File: src/rtl/shift_pkg.sv
// Shared definitions for the parallel register stage and the serializer behind it.
// Holds the serializer state encoding and the default word width.
package shift_pkg;

    typedef enum logic [0:0] {
        IDLE  = 1'b0,
        SHIFT = 1'b1
    } state_t;

    // Word width shared with the upstream parallel register stage.
    localparam int unsigned DEFAULT_WIDTH = 4;

    // Bit counter width; never narrower than one bit.
    function automatic int unsigned cnt_width(input int unsigned width);
        return (width > 1) ? $clog2(width) : 1;
    endfunction

endpackage

File: src/rtl/piso_hold_buf.sv
// One-entry hold buffer in front of the shifter: stores one parallel word while the
// current word is still shifting, and derives in_ready from its occupancy.
module piso_hold_buf
    import shift_pkg::*;
#(
    parameter int unsigned WIDTH = DEFAULT_WIDTH
) (
    input  logic             clk,
    input  logic             rst,
    input  logic [WIDTH-1:0] in,
    input  logic             load,
    input  logic             pop,
    output logic [WIDTH-1:0] hreg,
    output logic             hfull,
    output logic             in_ready
);

    logic [WIDTH-1:0] hreg_q, hreg_d;
    logic             hfull_q, hfull_d;

    // load only happens while empty and pop only while full, so they never collide.
    always_comb begin
        hreg_d  = hreg_q;
        hfull_d = hfull_q;
        if (load) begin
            hreg_d  = in;
            hfull_d = 1'b1;
        end else if (pop) begin
            hfull_d = 1'b0;
        end
    end

    always_ff @(posedge clk) begin
        if (!rst) begin
            hreg_q  <= '0;
            hfull_q <= 1'b0;
        end else begin
            hreg_q  <= hreg_d;
            hfull_q <= hfull_d;
        end
    end

    assign hreg     = hreg_q;
    assign hfull    = hfull_q;
    // Registered-only path: in_valid never feeds in_ready.
    assign in_ready = !hfull_q;

endmodule

File: src/rtl/piso_serializer.sv
// Parallel-in/serial-out stage: shifts each accepted word out one bit per clock with
// valid/last qualifiers; a one-entry hold buffer keeps back-to-back words gap-free.
module piso_serializer
    import shift_pkg::*;
#(
    parameter int unsigned WIDTH     = DEFAULT_WIDTH,
    parameter bit          MSB_FIRST = 1'b1
) (
    input  logic             clk,
    input  logic             rst,
    input  logic [WIDTH-1:0] in,
    input  logic             in_valid,
    output logic             in_ready,
    output logic             ser_out,
    output logic             ser_valid,
    output logic             ser_last,
    output logic             busy
);

    localparam int unsigned     CW       = cnt_width(WIDTH);
    localparam logic [CW-1:0]   LAST_CNT = CW'(WIDTH - 1);

    state_t           state_q, state_d;
    logic [WIDTH-1:0] sreg_q, sreg_d;
    logic [CW-1:0]    cnt_q, cnt_d;

    logic             accept;
    logic             last_bit;
    logic             hold_load;
    logic             hold_pop;
    logic [WIDTH-1:0] hreg;
    logic             hfull;
    logic [WIDTH-1:0] sreg_shifted;

    assign accept    = in_valid && in_ready;
    assign last_bit  = (state_q == SHIFT) && (cnt_q == LAST_CNT);
    // On the last bit an accepted word bypasses the hold buffer straight into sreg.
    assign hold_load = accept && (state_q == SHIFT) && !last_bit;
    assign hold_pop  = last_bit && hfull;

    piso_hold_buf #(
        .WIDTH (WIDTH)
    ) u_hold_buf (
        .clk      (clk),
        .rst      (rst),
        .in       (in),
        .load     (hold_load),
        .pop      (hold_pop),
        .hreg     (hreg),
        .hfull    (hfull),
        .in_ready (in_ready)
    );

    always_comb begin
        if (MSB_FIRST) begin
            sreg_shifted = {sreg_q[WIDTH-2:0], 1'b0};
        end else begin
            sreg_shifted = {1'b0, sreg_q[WIDTH-1:1]};
        end
    end

    always_comb begin
        state_d = state_q;
        sreg_d  = sreg_q;
        cnt_d   = cnt_q;
        unique case (state_q)
            IDLE: begin
                cnt_d = '0;
                if (accept) begin
                    sreg_d  = in;
                    state_d = SHIFT;
                end
            end
            SHIFT: begin
                if (cnt_q == LAST_CNT) begin
                    cnt_d = '0;
                    if (hfull) begin
                        sreg_d = hreg;
                    end else if (accept) begin
                        sreg_d = in;
                    end else begin
                        sreg_d  = '0;
                        state_d = IDLE;
                    end
                end else begin
                    sreg_d = sreg_shifted;
                    cnt_d  = cnt_q + CW'(1);
                end
            end
            default: begin
                state_d = IDLE;
            end
        endcase
    end

    always_ff @(posedge clk) begin
        if (!rst) begin
            state_q <= IDLE;
            sreg_q  <= '0;
            cnt_q   <= '0;
        end else begin
            state_q <= state_d;
            sreg_q  <= sreg_d;
            cnt_q   <= cnt_d;
        end
    end

    assign ser_valid = (state_q == SHIFT);
    assign ser_last  = last_bit;
    assign ser_out   = ser_valid && (MSB_FIRST ? sreg_q[WIDTH-1] : sreg_q[0]);
    assign busy      = ser_valid || hfull;

endmodule

File: config.mk
export PLATFORM = sky130hd
export DESIGN_NAME = piso_serializer
export DESIGN_NICKNAME = d
export VERILOG_FILES = /design/src/rtl/shift_pkg.sv /design/src/rtl/piso_hold_buf.sv /design/src/rtl/piso_serializer.sv
export SDC_FILE = /design/constraint.sdc
export NUM_CORES = 1
export LEC_CHECK = 0
export CAP_MARGIN = 20
export CORE_AREA = 2 2 39 41
export CTS_BUF_LIST = sky130_fd_sc_hd__clkbuf_2
export CTS_CLUSTER_SIZE = 8
export DETAILED_ROUTE_END_ITERATION = 8
export DIE_AREA = 0 0 41 43
export PLACE_DENSITY = 0.74
export SYNTH_ARGS = -nofsm -noshare
export SYNTH_HDL_FRONTEND = slang
export SYNTH_HIERARCHICAL = 1
export SYNTH_SLANG_ARGS = --single-unit
File: constraint.sdc
create_clock -name clk -period 4.5 [get_ports clk]
set_clock_uncertainty 0.15 [all_clocks]
set_input_delay 1.125 -clock clk [delete_from_list [all_inputs] [get_ports clk]]
set_output_delay 1.125 -clock clk [all_outputs]
set_load 0.02 [all_outputs]
==> results.md <==
Synth:
- In this run, distinct cell masters in the synthesized netlist total 25.
- The gate count of the mapped netlist is 68.
- The synthesis warning total is 6.
- Among all cell types in the netlist, the one instantiated most often is sky130_fd_sc_hd__dfxtp_1.
- The synthesized design spends more area on one cell type than any other, namely sky130_fd_sc_hd__dfxtp_1.
- The commonest cells after synthesis are sky130_fd_sc_hd__dfxtp_1 (12), sky130_fd_sc_hd__nor2b_1 (7), sky130_fd_sc_hd__nand2_1 (6).
- The leading register cell type out of synthesis is sky130_fd_sc_hd__dfxtp_1.
- The synthesized net count is 76.
- By area the synthesized netlist is led by sky130_fd_sc_hd__dfxtp_1 (39%), sky130_fd_sc_hd__nor2b_1 (7.1%), sky130_fd_sc_hd__mux2i_1 (6.5%), sky130_fd_sc_hd__and2_1 (5.1%), sky130_fd_sc_hd__o31a_1 (4.3%).
- The share of async-settable or async-resettable flops after synthesis is 0%.
- The number of enable-type register cells in the synthesized netlist is 0.
- The synthesized design contains 12 register bits.
- The post-synthesis sequential area ratio is 38.95%.
- In this run the cell area of the synthesized design comes to 616.8 µm².
- After synthesis, the mean cell area works out to 9.071 µm².
- The share of the synthesized area in the top cell type is 38.95%.

STA:
- The clock period could shrink to 3.001 ns.
- The final count of hold timing violations came to 0.
- Setup repair after global routing left no endpoint under its margin.
- The post-route setup TNS is 0 ns.
- The final critical path takes up 66.68% of the cycle.
- The headroom to the max-slew limit is 64.87%.
- The slew of the pin with the lowest slew margin is 0.5263 ns.
- The count of pins over their slew limit is 0.
- Setup violations remaining at the end of the flow were counted as 0.
- Based on the critical path, the design can be clocked at up to 333.3 MHz.

GRT:
- The number of antenna violations at the first check in global routing was 0.
- The total overflow left after global routing is 0.
- Entering global routing, the biggest net connects 19 pins.
- The global-route wire length before repair is 1807 µm.
- Across every metal layer, demand over resource in global routing totals 15.38%.
- The via count of the first global-routing pass was 439.

Floorplan:
- The top-level I/O count is 12.
- Measured along the y axis, the die boundary spans 43 µm.
- After floorplanning, the core was divided into 14 placement rows.
- The die area is 1763 µm².
- The core box area is 1384 µm².
- For this configuration, the core starts out at a cell density of 44.58%.
- The overall die width is 41 µm.

Clock network:
- Post-CTS timing repair inserted 0 buffers for setup.
- Clock tree synthesis found a total of 12 sinks.
- The maximum level of the CTS H-tree is 1.
- The clock passes through at most 2 buffers.
- TritonCTS built the clock tree.
- The post-cts hold buffer count is 0.
- Clock-pin slew was measured on the worst setup and hold paths at 0.10 ns.
- The clock reaches the later pin of the worst-skew pair after 0.25 ns.
- Clock tree synthesis selected as its root buffer the cell sky130_fd_sc_hd__clkbuf_2.
- The CTS buffer count is 3.
- The number of gates given a new drive strength after cts is 0.

Final layout:
- The final layout contains 88 nets.
- From synthesis to final layout, the design area changed by 18.26%.
- The final antenna diode count is 0.
- The post-layout instance area is 729.5 µm².
- The share of layout cells above drive strength 1 is 6.410%.

Power and ir drop:
- The internal portion of the total power is 0.1507 mW.
- The static leakage power is 0.2916 nW.
- The switching part of the total is 26.60%.
- Per report_power, the clock group accounts for 24.0% of the total.
- VDD sags by at most 0.1434 mV.
- Combinational cells account for 17.9% of the total power.
- The switching power summed over all nets is 0.05462 mW.
- The power per standard cell area is 281.5 nW/µm².
- The share of power burned in registers is 58.1%.

Setup path:
- Of all nets on the critical path, the largest fanout is 11.
- The arrival time of the worst setup path is 1.73 ns.
- At the worst endpoint, the required time is 3.22 ns.
- The worst setup path is launched from a flop.
- The type of the worst setup path is flop to output port.
- STA classifies the critical path endpoint as an output port.

Hold path:
- In this run the worst hold path is classified as flop to flop.

Route:
- The detailed router finished its first iteration with 8 violations.
- In the routed layout, each cell is associated on average with a via count of 5.309.
- For this run, design rule violations remaining after detail routing come to 0.
- The first detailed-routing pass took 4 iterations.
- After detailed routing, the total wire length is 1154 µm.
- In this run the remaining antenna-violating nets after routing total 0.
- The count of vias placed by the detailed router is 499.
- Dividing the detail-routed wire length by the instance count gives 12.28 µm.

Place:
- The final weighted congestion of routability-driven global placement is 0.7362.
- The HPWL after detailed placement is 867.6 µm.
- The count of input and output buffers is 11.
- In this run the cell area measured after placement is 714.4 µm².

Status:
- The run finished with clean final reports.

Flow run:
- Across the run, the number of max-cap violations was 0.
## power groups by stage
stage | Combinational (mW) | Clock (mW) | Sequential (mW)
after global routing | 0.0401 | 0.0592 | 0.120
after floorplan | 0.0255 | 0 | 0.119
after detailed placement | 0.0371 | 0 | 0.122
after CTS | 0.0372 | 0.0516 | 0.119
after global placement | 0.0365 | 0 | 0.122
final | 0.0367 | 0.0493 | 0.119
## cell type report
cell class                 instances  area [µm²]
sequential                        12       240.2
fill                             135       654.4
clock buffer                       3       15.01
inverter                           1       3.754
timing repair buffer              11       110.1
multi-input combinational         51       340.3
tap                               16       20.02
## placed cells by master, fill, tap and decap left out, types with 2 or more instances in the layout
cell and count:
sky130_fd_sc_hd__nand2b_1 2, sky130_fd_sc_hd__nand3_1 3, sky130_fd_sc_hd__nor2b_1 7, sky130_fd_sc_hd__o31a_1 3, sky130_fd_sc_hd__clkdlybuf4s50_1 11, sky130_fd_sc_hd__a21boi_0 2, sky130_fd_sc_hd__and2_1 5, sky130_fd_sc_hd__clkbuf_2 3
sky130_fd_sc_hd__a21oi_1 4, sky130_fd_sc_hd__nand4_1 3, sky130_fd_sc_hd__mux2i_1 4, sky130_fd_sc_hd__dfxtp_1 12, sky130_fd_sc_hd__nand3b_1 3, sky130_fd_sc_hd__nand2_1 6
## final timing paths
path | startpoint | endpoint | slack, ns | cells past startpoint
worst max register to register | ser_valid | u_hold_buf/hreg[2] | 2.54 | 4
worst max-delay path | cnt_q[0] | ser_last | 1.50 | 3
worst min register to register | cnt_q[0] | cnt_q[0] | 0.28 | 1
worst min-delay path | cnt_q[0] | cnt_q[0] | 0.28 | 1
## worst max-delay path: stages, from the launching register on
cell and delay [ns]:
sky130_fd_sc_hd__dfxtp_1 0.35, sky130_fd_sc_hd__ha_1 0.36, sky130_fd_sc_hd__and2_1 0.18, sky130_fd_sc_hd__clkdlybuf4s50_1 0.59
## state kept, by name, indices dropped and copies added (netlist names)
register	cells
ser_valid	1
u_hold_buf/hreg	4
cnt_q	2
sreg_q	4
u_hold_buf/hfull	1
## logic make-up (layout without fill, tap and decap cells)
kind of cell | Yosys count | count (layout) | synth area share [%]
adder cells (fa/ha/maj) | 1 | 1 | 2.028
AO/OA/AOI/OAI | 11 | 11 | 12.78
multiplexers | 4 | 4 | 6.491
buffers and inverters | 5 | 15 | 5.880
flip-flops | 12 | 12 | 38.95
AND/OR/NAND/NOR | 35 | 35 | 33.87
## through the flow
step           total power [mW]  util, %  hold slack, ns  std cells  worst slack (ns)
6_report                 0.2054    52.71          0.2821         94             1.499
4_1_cts                  0.2080    52.71          0.2905         94             1.467
5_1_grt                  0.2196    52.71          0.3127         94             1.349
3_5_place_dp             0.1588    51.63          0.2753         91             1.715
2_1_floorplan            0.1445        -          0.2457         68             2.232
3_3_place_gp             0.1583    51.63          0.2609         91             1.775
## per-layer routing
layer  track usage (%)  part of all wire [%]
met3             4.712                   4.3
met1             21.12                    49
met4             8.000                  0.69
met5                 0                     0
met2             20.94                    46
Power figures use the tool's default switching activity.
